## src/rtl/scb_spi_responder.sv

```systemverilog
// Slow-control SPI responder: oversamples MCSn/MSK/MDO, deserialises MSB-first frames,
// returns tx_data on MDI and drives the nIRQ busy flag after each good frame.
module scb_spi_responder #(
  parameter int unsigned SYNC_STAGES = 2,
  parameter int unsigned BUSY_CYCLES = 16,
  parameter int unsigned MAX_BITS    = 136
) (
  input  logic         clk,
  input  logic         rst,
  input  logic         SCB_MCSn,
  input  logic         SCB_MSK,
  input  logic         SCB_MDO,
  output logic         SCB_MDI,
  output logic         SCB_nIRQ,
  input  logic [127:0] tx_data,
  input  logic         ext_busy,
  output logic [135:0] rx_data,
  output logic [7:0]   rx_cmd,
  output logic [7:0]   rx_bits,
  output logic         frame_valid,
  output logic         frame_err,
  output logic         in_frame
);

  localparam logic [7:0]  MaxBits = 8'(MAX_BITS);
  localparam int unsigned WarmMax = SYNC_STAGES + 1;
  localparam int unsigned WarmW   = $clog2(WarmMax + 1);
  localparam int unsigned BusyW   = $clog2(BUSY_CYCLES + 1);

  typedef enum logic [0:0] {StIdle, StRx} state_e;

  logic [SYNC_STAGES-1:0] mcsn_sync, msk_sync, mdo_sync;
  logic                   mcsn_d, msk_d;
  logic [WarmW-1:0]       warm_q;
  logic                   armed;
  logic                   mcsn_s, msk_s, mdo_s;
  logic                   mcsn_fall, mcsn_rise, msk_rise, msk_fall;

  state_e                 state;
  logic [127:0]           tx_snap;
  logic [135:0]           rx_shift;
  logic [7:0]             k_q;
  logic                   ovf_q;
  logic [BusyW-1:0]       busy_cnt;
  logic [6:0]             tx_idx;
  logic                   mdi_bit;

  assign mcsn_s = mcsn_sync[SYNC_STAGES-1];
  assign msk_s  = msk_sync[SYNC_STAGES-1];
  assign mdo_s  = mdo_sync[SYNC_STAGES-1];

  // Edges are masked until the reset values have flushed out of the synchronisers, so a
  // chip select already low when reset drops never looks like a falling edge.
  assign armed     = (warm_q == WarmW'(WarmMax));
  assign mcsn_fall = armed & mcsn_d & ~mcsn_s;
  assign mcsn_rise = armed & ~mcsn_d & mcsn_s;
  assign msk_rise  = armed & ~msk_d & msk_s;
  assign msk_fall  = armed & msk_d & ~msk_s;

  always_ff @(posedge clk) begin
    if (rst) begin
      mcsn_sync <= '1;
      msk_sync  <= '0;
      mdo_sync  <= '0;
      mcsn_d    <= 1'b1;
      msk_d     <= 1'b0;
      warm_q    <= '0;
    end else begin
      mcsn_sync <= {mcsn_sync[SYNC_STAGES-2:0], SCB_MCSn};
      msk_sync  <= {msk_sync[SYNC_STAGES-2:0], SCB_MSK};
      mdo_sync  <= {mdo_sync[SYNC_STAGES-2:0], SCB_MDO};
      mcsn_d    <= mcsn_s;
      msk_d     <= msk_s;
      if (!armed) warm_q <= warm_q + WarmW'(1);
    end
  end

  // Payload bit for the already-incremented count; byte 0 readback is always zero.
  assign tx_idx = 7'(8'd135 - k_q);
  always_comb begin
    mdi_bit = 1'b0;
    if (k_q >= 8'd8 && k_q < 8'd136) mdi_bit = tx_snap[tx_idx];
  end

  always_ff @(posedge clk) begin
    if (rst) begin
      state       <= StIdle;
      tx_snap     <= '0;
      rx_shift    <= '0;
      k_q         <= '0;
      ovf_q       <= 1'b0;
      busy_cnt    <= '0;
      SCB_MDI     <= 1'b0;
      SCB_nIRQ    <= 1'b1;
      rx_data     <= '0;
      rx_cmd      <= '0;
      rx_bits     <= '0;
      frame_valid <= 1'b0;
      frame_err   <= 1'b0;
      in_frame    <= 1'b0;
    end else begin
      frame_valid <= 1'b0;
      frame_err   <= 1'b0;
      SCB_nIRQ    <= ~((busy_cnt != '0) | ext_busy);
      if (busy_cnt != '0) busy_cnt <= busy_cnt - BusyW'(1);

      unique case (state)
        StIdle: begin
          if (mcsn_fall) begin
            tx_snap  <= tx_data;
            rx_shift <= '0;
            k_q      <= '0;
            ovf_q    <= 1'b0;
            in_frame <= 1'b1;
            SCB_MDI  <= 1'b0;
            state    <= StRx;
          end
        end
        StRx: begin
          // Chip-select release takes priority over any MSK edge in the same cycle.
          if (mcsn_rise) begin
            rx_data  <= rx_shift;
            rx_bits  <= k_q;
            SCB_MDI  <= 1'b0;
            in_frame <= 1'b0;
            state    <= StIdle;
            if (k_q != '0 && k_q[2:0] == 3'd0 && !ovf_q) begin
              frame_valid <= 1'b1;
              busy_cnt    <= BusyW'(BUSY_CYCLES);
            end else if (k_q != '0) begin
              frame_err <= 1'b1;
            end
          end else if (msk_rise) begin
            if (k_q < MaxBits) begin
              rx_shift <= {rx_shift[134:0], mdo_s};
              k_q      <= k_q + 8'd1;
              if (k_q == 8'd7) rx_cmd <= {rx_shift[6:0], mdo_s};
            end else begin
              ovf_q <= 1'b1;
            end
          end else if (msk_fall) begin
            SCB_MDI <= mdi_bit;
          end
        end
      endcase
    end
  end

endmodule
```

## config.mk

```make
export PLATFORM = sky130hd
export DESIGN_NAME = scb_spi_responder
export DESIGN_NICKNAME = d
export VERILOG_FILES = /design/src/rtl/scb_spi_responder.sv
export SDC_FILE = /design/constraint.sdc
export NUM_CORES = 1
export LEC_CHECK = 0
export CAP_MARGIN = 0
export CORE_UTILIZATION = 50
export DETAILED_ROUTE_END_ITERATION = 8
export PLACE_DENSITY = 0.76
export RECOVER_POWER = 100
export SLEW_MARGIN = 10
export SYNTH_ARGS = -nofsm -noshare
export SYNTH_HDL_FRONTEND = slang
export SYNTH_SLANG_ARGS = --single-unit
```

## constraint.sdc

```tcl
create_clock -name clk -period 5.8 [get_ports clk]
set_clock_uncertainty 0.15 [all_clocks]
set_input_delay 1.16 -clock clk [delete_from_list [all_inputs] [get_ports clk]]
set_output_delay 1.16 -clock clk [all_outputs]
set_load 0.05 [all_outputs]
```

-- Word level (Yosys, flattened, before mapping)
Cells that the tools add are included.
- memory bits (writable): 0
- flip-flop bits (word level): 446
- bits of input ports: 134
- word-level logic and storage cells: 103
- memories kept: 0
- bits in read-only memories: 0
- bits in latches: 0
- equality and inequality tests: 10
- mux-type cells: 34
- $mul: 0
- shifts and indexed selects: 0
- $add $sub $neg: 4
- div/mod/pow operators: 0
- bitwise logic cells: 16
- reductions and logical operators: 16
- order comparisons: 3
- operator list (cell ; number):
    two-way mux 136 bit ; 4
    one-hot mux 136 bit (2 select lines) ; 1
    two-way mux 8 bit ; 4
    two-way mux 5 bit ; 4
    one-hot mux 8 bit (2 select lines) ; 1
    two-way mux 1 bit ; 15
    != test 2 bit, second input constant ; 5
    adder 8 x 1 -> 8 bit, second input constant ; 1
    bitwise AND 1 bit ; 8
    equality test 8 x 3 -> 1 bit, second input constant ; 1
    greater-or-equal comparator 8 x 4 -> 1 bit, second input constant ; 1
    less-than comparator 7 x 8 -> 1 bit, second input constant ; 1
    less-than comparator 8 bit, second input constant ; 1
    one-hot mux 1 bit (2 select lines) ; 4
    AND reduction 4 bit ; 2
    nonzero test 8 bit ; 1
    binary-select mux 1 bit (select 7 bit) ; 1
    inverter 1 bit ; 7
    subtractor 3 x 7 -> 7 bit, first input constant ; 1
    != test 3 bit, second input constant ; 2
    AND reduction 2 bit ; 3
    AND reduction 5 bit ; 1
    nonzero test 5 bit ; 1
    subtractor 5 x 1 -> 5 bit, second input constant ; 1
    other kinds (10) ; 12

-- Longest topological paths before layout
Gate-level depths: netlist (run 1).
- word-level depth: 8
- depth in mapped cells: 9
- depth with buffers taken out: 7

-- Worst setup path before layout (run 1)
Ideal clock, no wire load.
- path kind: register -> register
- start point: register k_q[0]
- end point: register SCB_MDI
- library setup time: 0.124 ns
- arrival time: 2.056 ns
- cell stages (with the launch flop): 8
- required time: 5.526 ns
- path buffers: 2
- path slack: 3.470 ns
- cell sequence: dfxtp_1 -> clkbuf_1 -> buf_4 -> mux4_2 -> a2111oi_0 -> o32ai_1 -> a31oi_1 -> o31ai_1
- word-level cells in the longest chain between the ends: 8
- RTL lines (element ; line ; RTL):
    start, declared ; 42 ; logic [7:0] k_q;
    start signal, assigned ; 136 ; k_q <= k_q + 8'd1;
    subtractor 3 x 7 -> 7 bit ; 79 ; assign tx_idx = 7'(8'd135 - k_q);
    binary-select mux 1 bit (select 7 bit) ; 82 ; if (k_q >= 8'd8 && k_q < 8'd136) mdi_bit = tx_snap[tx_idx];
    two-way mux 1 bit (not written as such) ; 82 ;
    two-way mux 1 bit * ; 82 ;
    two-way mux 1 bit * ; 141 ; end else if (msk_fall) begin
    two-way mux 1 bit * ; 133 ; end else if (msk_rise) begin
    two-way mux 1 bit * ; 121 ; if (mcsn_rise) begin
    one-hot mux 1 bit (2 select lines) * ; 107 ; unique case (state)
    end signal, assigned ; 142 ; SCB_MDI <= mdi_bit;
    end, declared ; 13 ; output logic SCB_MDI,
Every way passes the cells marked *; elsewhere a longest branch is shown, timed or not. The select of a mux whose other input is x is not followed.
A chain may end at the register's enable or synchronous reset.

-- Final worst setup path (run 1)
- start point: input rst
- end point: register tx_snap[39]
- RTL lines (element ; line ; RTL):
    start, declared ; 9 ; input logic rst,
    end signal, assigned ; 110 ; tx_snap <= tx_data;
    end, declared ; 40 ; logic [127:0] tx_snap;
No word-level cell between the ends.

==> results of run 1 <==
==> Yosys cell counts, drive strengths merged (4+ instances only) <==
cell	n
or2	6
a31oi	4
nor2b	7
nor3	6
dfxtp	446
nor2	173
inv	11
nand2	573
ha	7
a21oi	282
clkbuf	112
nand4	4
mux4	26
xnor2	8
nor4	4
buf	43
mux2i	28
o21ai	4
a22oi	138
==> power by group through the flow <==
stage | sequential (W) | combinational, W | clock [W]
after detailed placement | 0.00317 | 0.000267 | 0
after global routing | 0.00310 | 0.000288 | 0.00304
after CTS | 0.00310 | 0.000268 | 0.00290
final | 0.00310 | 0.000266 | 0.00286
after global placement | 0.00317 | 0.000258 | 0
after floorplan | 0.00318 | 0.000131 | 0
==> per-stage QoR <==
stage          cells  hold slack, ns  total power (W)   util
2_1_floorplan   1921           0.239          0.00331      -
4_1_cts         2582           0.258          0.00628  0.652
3_3_place_gp    2503           0.251          0.00343  0.606
5_1_grt         2582           0.280          0.00643  0.652
3_5_place_dp    2503           0.244          0.00344  0.606
6_report        2582           0.256          0.00622  0.652
==> metal layers <==
metal  GRT usage  share of wire  vias to the layer above
li1            -              -                     6831
met1       0.300           0.43                     6442
met2       0.382           0.48                      401
met3      0.0421          0.064                       52
met4      0.0580          0.019                        0
met5           0              0                        -
==> sequential cells by signal, summed over array words and instances (netlist names), 2 cells and up <==
| signal | count |
|---|---|
| busy_cnt | 5 |
| k_q | 8 |
| mcsn_sync | 2 |
| mdo_sync | 2 |
| msk_sync | 2 |
| rx_bits | 8 |
| rx_cmd | 8 |
| rx_data | 136 |
| rx_shift | 136 |
| tx_snap | 128 |
| warm_q | 2 |
==> path summary, 6_finish.rpt <==
path / depth (start not counted) / endpoint
hold / removal: 1 / mcsn_sync[1]
setup reg to reg: 6 / rx_shift[26]
hold reg to reg: 1 / mcsn_sync[1]
setup / recovery: 3 / tx_snap[39]
==> final cells by class <==
type	instances	area, sq um
flip-flops and latches	446	8930
well taps	435	544
inverters	11	41.3
multi-input cells	1309	6850
fillers	2636	11100
clock buffers	64	1280
clock inverters	15	183
repair buffers	302	3000
==> cells by family after synthesis <==
group                    after synthesis
buffers and inverters                166
XOR/XNOR                              10
AND/OR/NAND/NOR                      792
AO/OA/AOI/OAI                        445
flip-flops                           446
adder cells (fa/ha/maj)                7
multiplexers                          55
==> impl_metrics.env, run 1 <==
export IMPL_outcome="complete, but fails checks"
export IMPL_failing_checks="capacitance limit, slew limit"
export IMPL_final_max_slew_violation_count=174
export IMPL_cp_data_required_time_ns=6.02
export IMPL_drt_vias_per_instance=5.32
export IMPL_timing_slew_headroom=-1.29
export IMPL_power_per_cell_area_mw_per_mm2=299
export IMPL_worst_slack_ns=1.47
export IMPL_dpl_cell_area_sq_mm=0.0194
export IMPL_post_synth_main_area_contributors="sky130_fd_sc_hd__dfxtp_1, sky130_fd_sc_hd__nand2_1, sky130_fd_sc_hd__a21oi_1"
export IMPL_grt_start_max_net_pins=263
export IMPL_fp_coreArea_sq_mm=0.0320
export IMPL_final_hold_vio_count=0
export IMPL_post_synth_num_cell_types=51
export IMPL_number_of_antenna_violations_at_the_first_check_in_global_routing=0
export IMPL_netSwitchingPower_w=0.00130
export IMPL_layout_common_cells="sky130_fd_sc_hd__nand2_1, sky130_fd_sc_hd__dfxtp_1, sky130_fd_sc_hd__a21oi_1"
export IMPL_critical_path_max_fanout=262
export IMPL_firstDrtPassIters=6
export IMPL_max_vdd_ir_drop_mv=0.187
export IMPL_clock_sink_count=446
export IMPL_fp_dieW_microns=183
export IMPL_post_synth_xor_area_fraction=0.00533
export IMPL_critical_path_endpoint_category="flop"
export IMPL_cts_inserted_buffers=44
export IMPL_area_fraction_in_compound_gates_after_synthesis=0.161
export IMPL_max_clock_freq_mhz=231
export IMPL_crit_slowest_cell="sky130_fd_sc_hd__clkbuf_2"
export IMPL_clk_latency_worst_skew_pair_ns=0.54
export IMPL_dieArea_sq_mm=0.0336
export IMPL_postSynthNetCount=2062
export IMPL_fin_crit_ns=4.33
export IMPL_tritoncts_clock_tree="done"
export IMPL_min_period_over_period=0.746
export IMPL_areaGrowthSynthToFinish_pct=26.9
export IMPL_initial_utilization=0.514
export IMPL_place_ws_ns=2.55
export IMPL_final_setup_viol_count=0
export IMPL_postCtsHoldBufs=0
export IMPL_globalRouteOverflowTotal=0
export IMPL_vias=13700
export IMPL_crit_chain="clkbuf_2 -> buf_12 -> a21oi_1"
export IMPL_synth_simple_gate_area_share=0.190
export IMPL_synth_fa_ha_area_frac=0.00533
export IMPL_cts_reportedPaths_clkPinSlew_ns=0.06
export IMPL_ys_seq_elements=446
export IMPL_power_switching_fraction=0.209
export IMPL_wire_length_of_the_first_global_routing_pass_microns=62700
export IMPL_main_combinational_cell_family_by_area_after_synthesis="simple AND/OR/NAND/NOR gates"
export IMPL_cts_root_buf="sky130_fd_sc_hd__clkbuf_16"
export IMPL_number_of_enable_flip_flop_cells_after_synthesis=0
export IMPL_cellInternalPower_w=0.00492
export IMPL_dpl_hpwl_microns=24500
export IMPL_placement_io_buffers=290
export IMPL_antenna_cells_inserted=0
export IMPL_ys_warnings_count=0
export IMPL_yosys_area_top_type_share=0.544
export IMPL_h_tree_depth=2
export IMPL_seq_power_share=0.499
export IMPL_post_synth_mux_area_share=0.0534
export IMPL_postCtsSetupBuffers=0
export IMPL_top_family_by_delay_on_critical_path="buffers and inverters"
export IMPL_die_height_microns=183
export IMPL_power_leakage_nw=7.47
export IMPL_num_nets_final=2255
export IMPL_wire_per_inst_microns=15.0
export IMPL_yosys_most_used_dff="sky130_fd_sc_hd__dfxtp_1"
export IMPL_category_of_the_most_critical_setup_path="primary input to flop"
export IMPL_asr_flop_ratio_synth=0
export IMPL_drc=0
export IMPL_final_area_sq_mm=0.0208
export IMPL_critical_path_startpoint_type="primary input"
export IMPL_timing_worst_slew_pin_value_ns=3.44
export IMPL_ant_nets=0
export IMPL_rsz_0062_raised_after_global_routing="no"
export IMPL_r2r_start="k_q[3]"
export IMPL_setup_total_negative_slack_ns=0
export IMPL_crit_arrival_ns=4.55
export IMPL_power_frac_clock=0.459
export IMPL_highest_cell_delay_on_the_worst_timing_path_ns=2.28
export IMPL_worstSetupStartpoint="rst"
export IMPL_post_synth_instance_area_sq_mm=0.0164
export IMPL_first_global_vias=12600
export IMPL_synth_top_cell_by_area="sky130_fd_sc_hd__dfxtp_1"
export IMPL_ctsResizeCount=0
export IMPL_worst_path_buf_inv=2
export IMPL_cts_buffer_depth=3
export IMPL_synthesis_area_per_instance_sq_um=8.55
export IMPL_post_route_cells_drive_above_1_share=0.0592
export IMPL_most_frequent_standard_cell_in_the_layout_excluding_fill_and_tap_cells="sky130_fd_sc_hd__nand2_1"
export IMPL_placement_rows=65
export IMPL_last_weighted_congestion_value_of_the_routability_driven_placer=0.792
export IMPL_synth_seq_area_share=0.544
export IMPL_max_cap_violations=1
export IMPL_worst_hold_launch="mcsn_sync[0]"
export IMPL_worst_hold_path_type="flop to flop"
export IMPL_io_pins=291
export IMPL_regToRegSetupSlack_ns=2.54
export IMPL_combinational_power_share=0.043
export IMPL_grt_use_total=0.227
export IMPL_drtIter0Drc=1045
export IMPL_synth_cells=1921
export IMPL_drt_total_wl_microns=38800
(Power assumes the default switching activity.)
==> run 2, diff against run 1 <==
==> constraint.sdc (replaced) <==
create_clock -name clk -period 4.3 [get_ports clk]
set_clock_uncertainty 0.15 [all_clocks]
set_input_delay 0.86 -clock clk [delete_from_list [all_inputs] [get_ports clk]]
set_output_delay 0.86 -clock clk [all_outputs]
set_load 0.05 [all_outputs]
==> impl_metrics.env, run 2 (synthesized netlist as in run 1, its figures left out) <==
export IMPL_outcome="complete, but fails checks"
export IMPL_failing_checks="capacitance limit, slew limit"
export IMPL_power_leakage_nw=7.50
export IMPL_dieArea_sq_mm=0.0336
export IMPL_rsz_0062_raised_after_global_routing="no"
export IMPL_cp_data_required_time_ns=4.61
export IMPL_reg_largest_list="rx_data (136), rx_shift (136), tx_snap (128)"
export IMPL_highest_cell_delay_on_the_worst_timing_path_ns=1.03
export IMPL_globalRouteOverflowTotal=0
export IMPL_category_of_the_most_critical_setup_path="flop to flop"
export IMPL_critical_path_max_fanout=81
export IMPL_num_nets_final=2260
export IMPL_drc=0
export IMPL_crit_arrival_ns=3.80
export IMPL_wire_per_inst_microns=15.2
export IMPL_max_vdd_ir_drop_mv=0.279
export IMPL_max_clock_freq_mhz=287
export IMPL_initial_utilization=0.514
export IMPL_placement_io_buffers=290
export IMPL_grt_start_max_net_pins=178
export IMPL_layout_common_cells="sky130_fd_sc_hd__nand2_1, sky130_fd_sc_hd__dfxtp_1, sky130_fd_sc_hd__a21oi_1"
export IMPL_placement_rows=65
export IMPL_first_global_vias=13100
export IMPL_postCtsHoldBufs=0
export IMPL_crit_chain="or4_1 -> and2_0 -> nor2_2 -> buf_12 -> a22oi_1 -> nor2_1"
export IMPL_clk_latency_worst_skew_pair_ns=0.54
export IMPL_dpl_hpwl_microns=25100
export IMPL_ant_nets=0
export IMPL_post_route_cells_drive_above_1_share=0.0604
export IMPL_finalHoldWorstSlack_ns=0.264
export IMPL_number_of_antenna_violations_at_the_first_check_in_global_routing=1
export IMPL_last_weighted_congestion_value_of_the_routability_driven_placer=0.796
export IMPL_min_period_over_period=0.810
export IMPL_power_per_cell_area_mw_per_mm2=406
export IMPL_ctsResizeCount=0
export IMPL_cts_root_buf="sky130_fd_sc_hd__clkbuf_16"
export IMPL_drtIter0Drc=1124
export IMPL_tritoncts_clock_tree="done"
export IMPL_io_pins=291
export IMPL_critical_path_endpoint_category="flop"
export IMPL_fin_crit_ns=3.48
export IMPL_grt_use_total=0.232
export IMPL_h_tree_depth=2
export IMPL_final_max_slew_violation_count=226
export IMPL_crit_slowest_cell="sky130_fd_sc_hd__nor2_2"
export IMPL_vias=13800
export IMPL_max_cap_violations=4
export IMPL_cts_inserted_buffers=45
export IMPL_worst_hold_path_type="flop to flop"
export IMPL_clock_sink_count=446
export IMPL_drt_total_wl_microns=39400
export IMPL_drt_vias_per_instance=5.34
export IMPL_timing_slew_headroom=-0.442
export IMPL_most_frequent_standard_cell_in_the_layout_excluding_fill_and_tap_cells="sky130_fd_sc_hd__nand2_1"
export IMPL_critical_path_startpoint_type="flop"
export IMPL_timing_worst_slew_pin_value_ns=2.16
export IMPL_cts_reportedPaths_clkPinSlew_ns=0.06
export IMPL_die_height_microns=183
export IMPL_areaGrowthSynthToFinish_pct=27.3
export IMPL_fp_dieW_microns=183
export IMPL_final_hold_vio_count=0
export IMPL_fillerInstances=2595
export IMPL_fp_coreArea_sq_mm=0.0320
export IMPL_setup_total_negative_slack_ns=0
export IMPL_postCtsSetupBuffers=0
export IMPL_cts_buffer_depth=3
export IMPL_final_setup_viol_count=0
export IMPL_firstDrtPassIters=7
export IMPL_wire_length_of_the_first_global_routing_pass_microns=64200
[run 2: per-layer routing]
| layer | track usage | vias up | share of wire |
|---|---|---|---|
| li1 | - | 6851 | - |
| met2 | 0.385 | 385 | 0.48 |
| met3 | 0.0530 | 71 | 0.065 |
| met5 | 0 | - | 0 |
| met4 | 0.0753 | 0 | 0.026 |
| met1 | 0.299 | 6516 | 0.43 |
[run 2: path summary, 6_finish.rpt]
| check | startpoint | end | slack [ns] | cells past startpoint |
|---|---|---|---|---|
| max | k_q[3] | rx_shift[130] | 0.82 | 6 |
| min | mcsn_sync[0] | mcsn_sync[1] | 0.26 | 1 |
| max reg2reg | k_q[3] | rx_shift[130] | 0.82 | 6 |
| min reg2reg | mcsn_sync[0] | mcsn_sync[1] | 0.26 | 1 |
[run 2: power by group]
part | switching, W | internal (W)
clock | 0.00157 | 0.00238
sequential | 0.0000197 | 0.00417
combinational | 0.000184 | 0.000173
[run 2: area by class of cell]
class | instances | area, sq um | area share
inverter | 11 | 41.3 | 0.00197
clock inverter | 17 | 196 | 0.00940
multi-input combinational | 1309 | 6830 | 0.327
antenna | 1 | 2.50 | 0.000120
tap | 435 | 544 | 0.0260
clock buffer | 65 | 1320 | 0.0633
timing repair buffer | 306 | 3040 | 0.145
sequential | 446 | 8930 | 0.427
[run 2: critical path, delay by kind of cell (launching register included)]
| kind | cells | cell delay, ns |
|---|---|---|
| compound gates | 1 | 0.17 |
| buf+inv | 1 | 0.40 |
| flops | 1 | 0.48 |
| simple gates | 4 | 2.14 |
[run 2: per-stage QoR]
| stage | power [W] | cell area (sq um) | worst slack [ns] | cells | utilization |
|---|---|---|---|---|---|
| global placement | 0.00462 | 19400 | 1.33 | 2507 | 0.608 |
| detailed placement | 0.00464 | 19400 | 1.29 | 2507 | 0.608 |
| global route | 0.00879 | 20900 | 0.573 | 2590 | 0.654 |
| CTS | 0.00857 | 20900 | 1.26 | 2589 | 0.655 |
| finish | 0.00850 | 20900 | 0.816 | 2590 | 0.654 |
| floorplan | 0.00446 | 16400 | 1.97 | 1921 | - |
==> run 3, diff against run 2 <==
==> constraint.sdc (replaced) <==
create_clock -name clk -period 3.6 [get_ports clk]
set_clock_uncertainty 0.15 [all_clocks]
set_input_delay 0.72 -clock clk [delete_from_list [all_inputs] [get_ports clk]]
set_output_delay 0.72 -clock clk [all_outputs]
set_load 0.05 [all_outputs]
==> impl_metrics.env, run 3 (synthesized netlist as in run 1, its figures left out) <==
export IMPL_drc=0
export IMPL_crit_chain="or4_1 -> and2_0 -> nor2_4 -> clkbuf_2 -> a22oi_1 -> nor2_1"
export IMPL_max_clock_freq_mhz=330
export IMPL_drtIter0Drc=998
export IMPL_wire_length_of_the_first_global_routing_pass_microns=64300
export IMPL_power_per_cell_area_mw_per_mm2=479
export IMPL_outcome="complete, but fails checks"
export IMPL_max_cap_violations=2
export IMPL_critical_path_max_fanout=59
export IMPL_top_family_by_delay_on_critical_path="simple AND/OR/NAND/NOR gates"
export IMPL_worst_path_buf_inv=1
export IMPL_cp_data_required_time_ns=3.88
export IMPL_ctsResizeCount=0
export IMPL_drt_vias_per_instance=5.36
export IMPL_category_of_the_most_critical_setup_path="flop to flop"
export IMPL_final_hold_vio_count=0
export IMPL_clock_sink_count=446
export IMPL_fp_coreArea_sq_mm=0.0320
export IMPL_placed_cells=2512
export IMPL_min_period_over_period=0.842
export IMPL_postCtsSetupBuffers=0
export IMPL_tritoncts_clock_tree="done"
export IMPL_r2r_start="k_q[5]"
export IMPL_die_height_microns=183
export IMPL_crit_slowest_cell="sky130_fd_sc_hd__clkbuf_2"
export IMPL_timing_worst_slew_pin_value_ns=1.68
export IMPL_cellInternalPower_w=0.00793
export IMPL_reg_largest_list="rx_data (136), rx_shift (136), tx_snap (128)"
export IMPL_grt_start_max_net_pins=152
export IMPL_dieArea_sq_mm=0.0336
export IMPL_combinational_power_share=0.042
export IMPL_post_route_cells_drive_above_1_share=0.0598
export IMPL_cts_buffer_depth=3
export IMPL_io_pins=291
export IMPL_netSwitchingPower_w=0.00208
export IMPL_postCtsHoldBufs=0
export IMPL_firstDrtPassIters=6
export IMPL_final_setup_viol_count=0
export IMPL_drt_total_wl_microns=39500
export IMPL_num_nets_final=2264
export IMPL_final_cells=2591
export IMPL_cts_root_buf="sky130_fd_sc_hd__clkbuf_16"
export IMPL_dpl_hpwl_microns=25500
export IMPL_failing_checks="capacitance limit, slew limit"
export IMPL_power_switching_fraction=0.208
export IMPL_grt_use_total=0.233
export IMPL_cts_reportedPaths_clkPinSlew_ns=0.06
export IMPL_power_leakage_nw=7.51
export IMPL_vias=13900
export IMPL_last_weighted_congestion_value_of_the_routability_driven_placer=0.800
export IMPL_worst_hold_launch="mcsn_sync[0]"
export IMPL_h_tree_depth=2
export IMPL_placement_io_buffers=290
export IMPL_power_frac_clock=0.458
export IMPL_cts_inserted_buffers=44
export IMPL_number_of_antenna_violations_at_the_first_check_in_global_routing=0
export IMPL_highest_cell_delay_on_the_worst_timing_path_ns=0.97
export IMPL_placement_rows=65
export IMPL_seq_area_sq_mm=0.00893
export IMPL_layout_common_cells="sky130_fd_sc_hd__nand2_1, sky130_fd_sc_hd__dfxtp_1, sky130_fd_sc_hd__a21oi_1"
export IMPL_rsz_0062_raised_after_global_routing="no"
export IMPL_combined_area_of_the_multi_input_logic_cells_sq_mm=0.00680
export IMPL_ant_nets=0
export IMPL_areaGrowthSynthToFinish_pct=27.1
export IMPL_globalRouteOverflowTotal=0
export IMPL_most_frequent_standard_cell_in_the_layout_excluding_fill_and_tap_cells="sky130_fd_sc_hd__nand2_1"
export IMPL_antenna_cells_inserted=0
export IMPL_initial_utilization=0.514
export IMPL_worst_hold_path_type="flop to flop"
export IMPL_clk_latency_worst_skew_pair_ns=0.53
export IMPL_fillerInstances=2739
export IMPL_first_global_vias=13100
export IMPL_max_vdd_ir_drop_mv=0.389
export IMPL_seq_power_share=0.500
export IMPL_worstSetupStartpoint="k_q[5]"
export IMPL_critical_path_endpoint_category="flop"
export IMPL_final_max_slew_violation_count=237
export IMPL_fin_crit_ns=3.03
export IMPL_setup_total_negative_slack_ns=0
export IMPL_timing_slew_headroom=-0.120
export IMPL_crit_arrival_ns=3.31
export IMPL_wire_per_inst_microns=15.2
export IMPL_critical_path_startpoint_type="flop"
export IMPL_fp_dieW_microns=183
==> run 3: metal layers <==
metal / GRT usage / vias up / share of wire
met5: 0 / - / 0
met4: 0.0640 / 0 / 0.021
met3: 0.0492 / 66 / 0.059
met2: 0.397 / 368 / 0.49
met1: 0.297 / 6590 / 0.43
li1: - / 6858 / -
==> run 3: layout make-up <==
class / instances / area share
Clock buffer: 67 / 0.0632
Inverter: 11 / 0.00198
Tap cell: 435 / 0.0261
Sequential cell: 446 / 0.428
Timing Repair Buffer: 311 / 0.147
Clock inverter: 12 / 0.00714
Multi-Input combinational cell: 1309 / 0.326
==> run 3: worst paths after layout <==
| kind | end | slack, ns | cells after the start |
|---|---|---|---|
| min | mcsn_sync[1] | 0.27 | 1 |
| min reg2reg | mcsn_sync[1] | 0.27 | 1 |
| max | k_q[1] | 0.57 | 6 |
| max reg2reg | k_q[1] | 0.57 | 6 |
==> run 3: through the flow <==
| step | power, W | cell area [sq um] | hold WS, ns | setup WS, ns | utilization |
|---|---|---|---|---|---|
| after detailed placement | 0.00554 | 19500 | 0.259 | 0.844 | 0.609 |
| after CTS | 0.0101 | 20900 | 0.275 | 0.830 | 0.655 |
| final | 0.0100 | 20900 | 0.267 | 0.569 | 0.653 |
| after floorplan | 0.00533 | 16400 | 0.239 | 1.27 | - |
| after global placement | 0.00552 | 19500 | 0.255 | 0.886 | 0.609 |
| after global routing | 0.0104 | 20900 | 0.284 | 0.360 | 0.653 |
==> run 3: power by group through the flow <==
stage	Sequential [W]	Clock [W]	Combinational [W]
after floorplan	0.00512	0	0.000211
after global placement	0.00511	0	0.000414
after detailed placement	0.00511	0	0.000428
after CTS	0.00500	0.00466	0.000430
after global routing	0.00500	0.00490	0.000463
final	0.00500	0.00458	0.000424
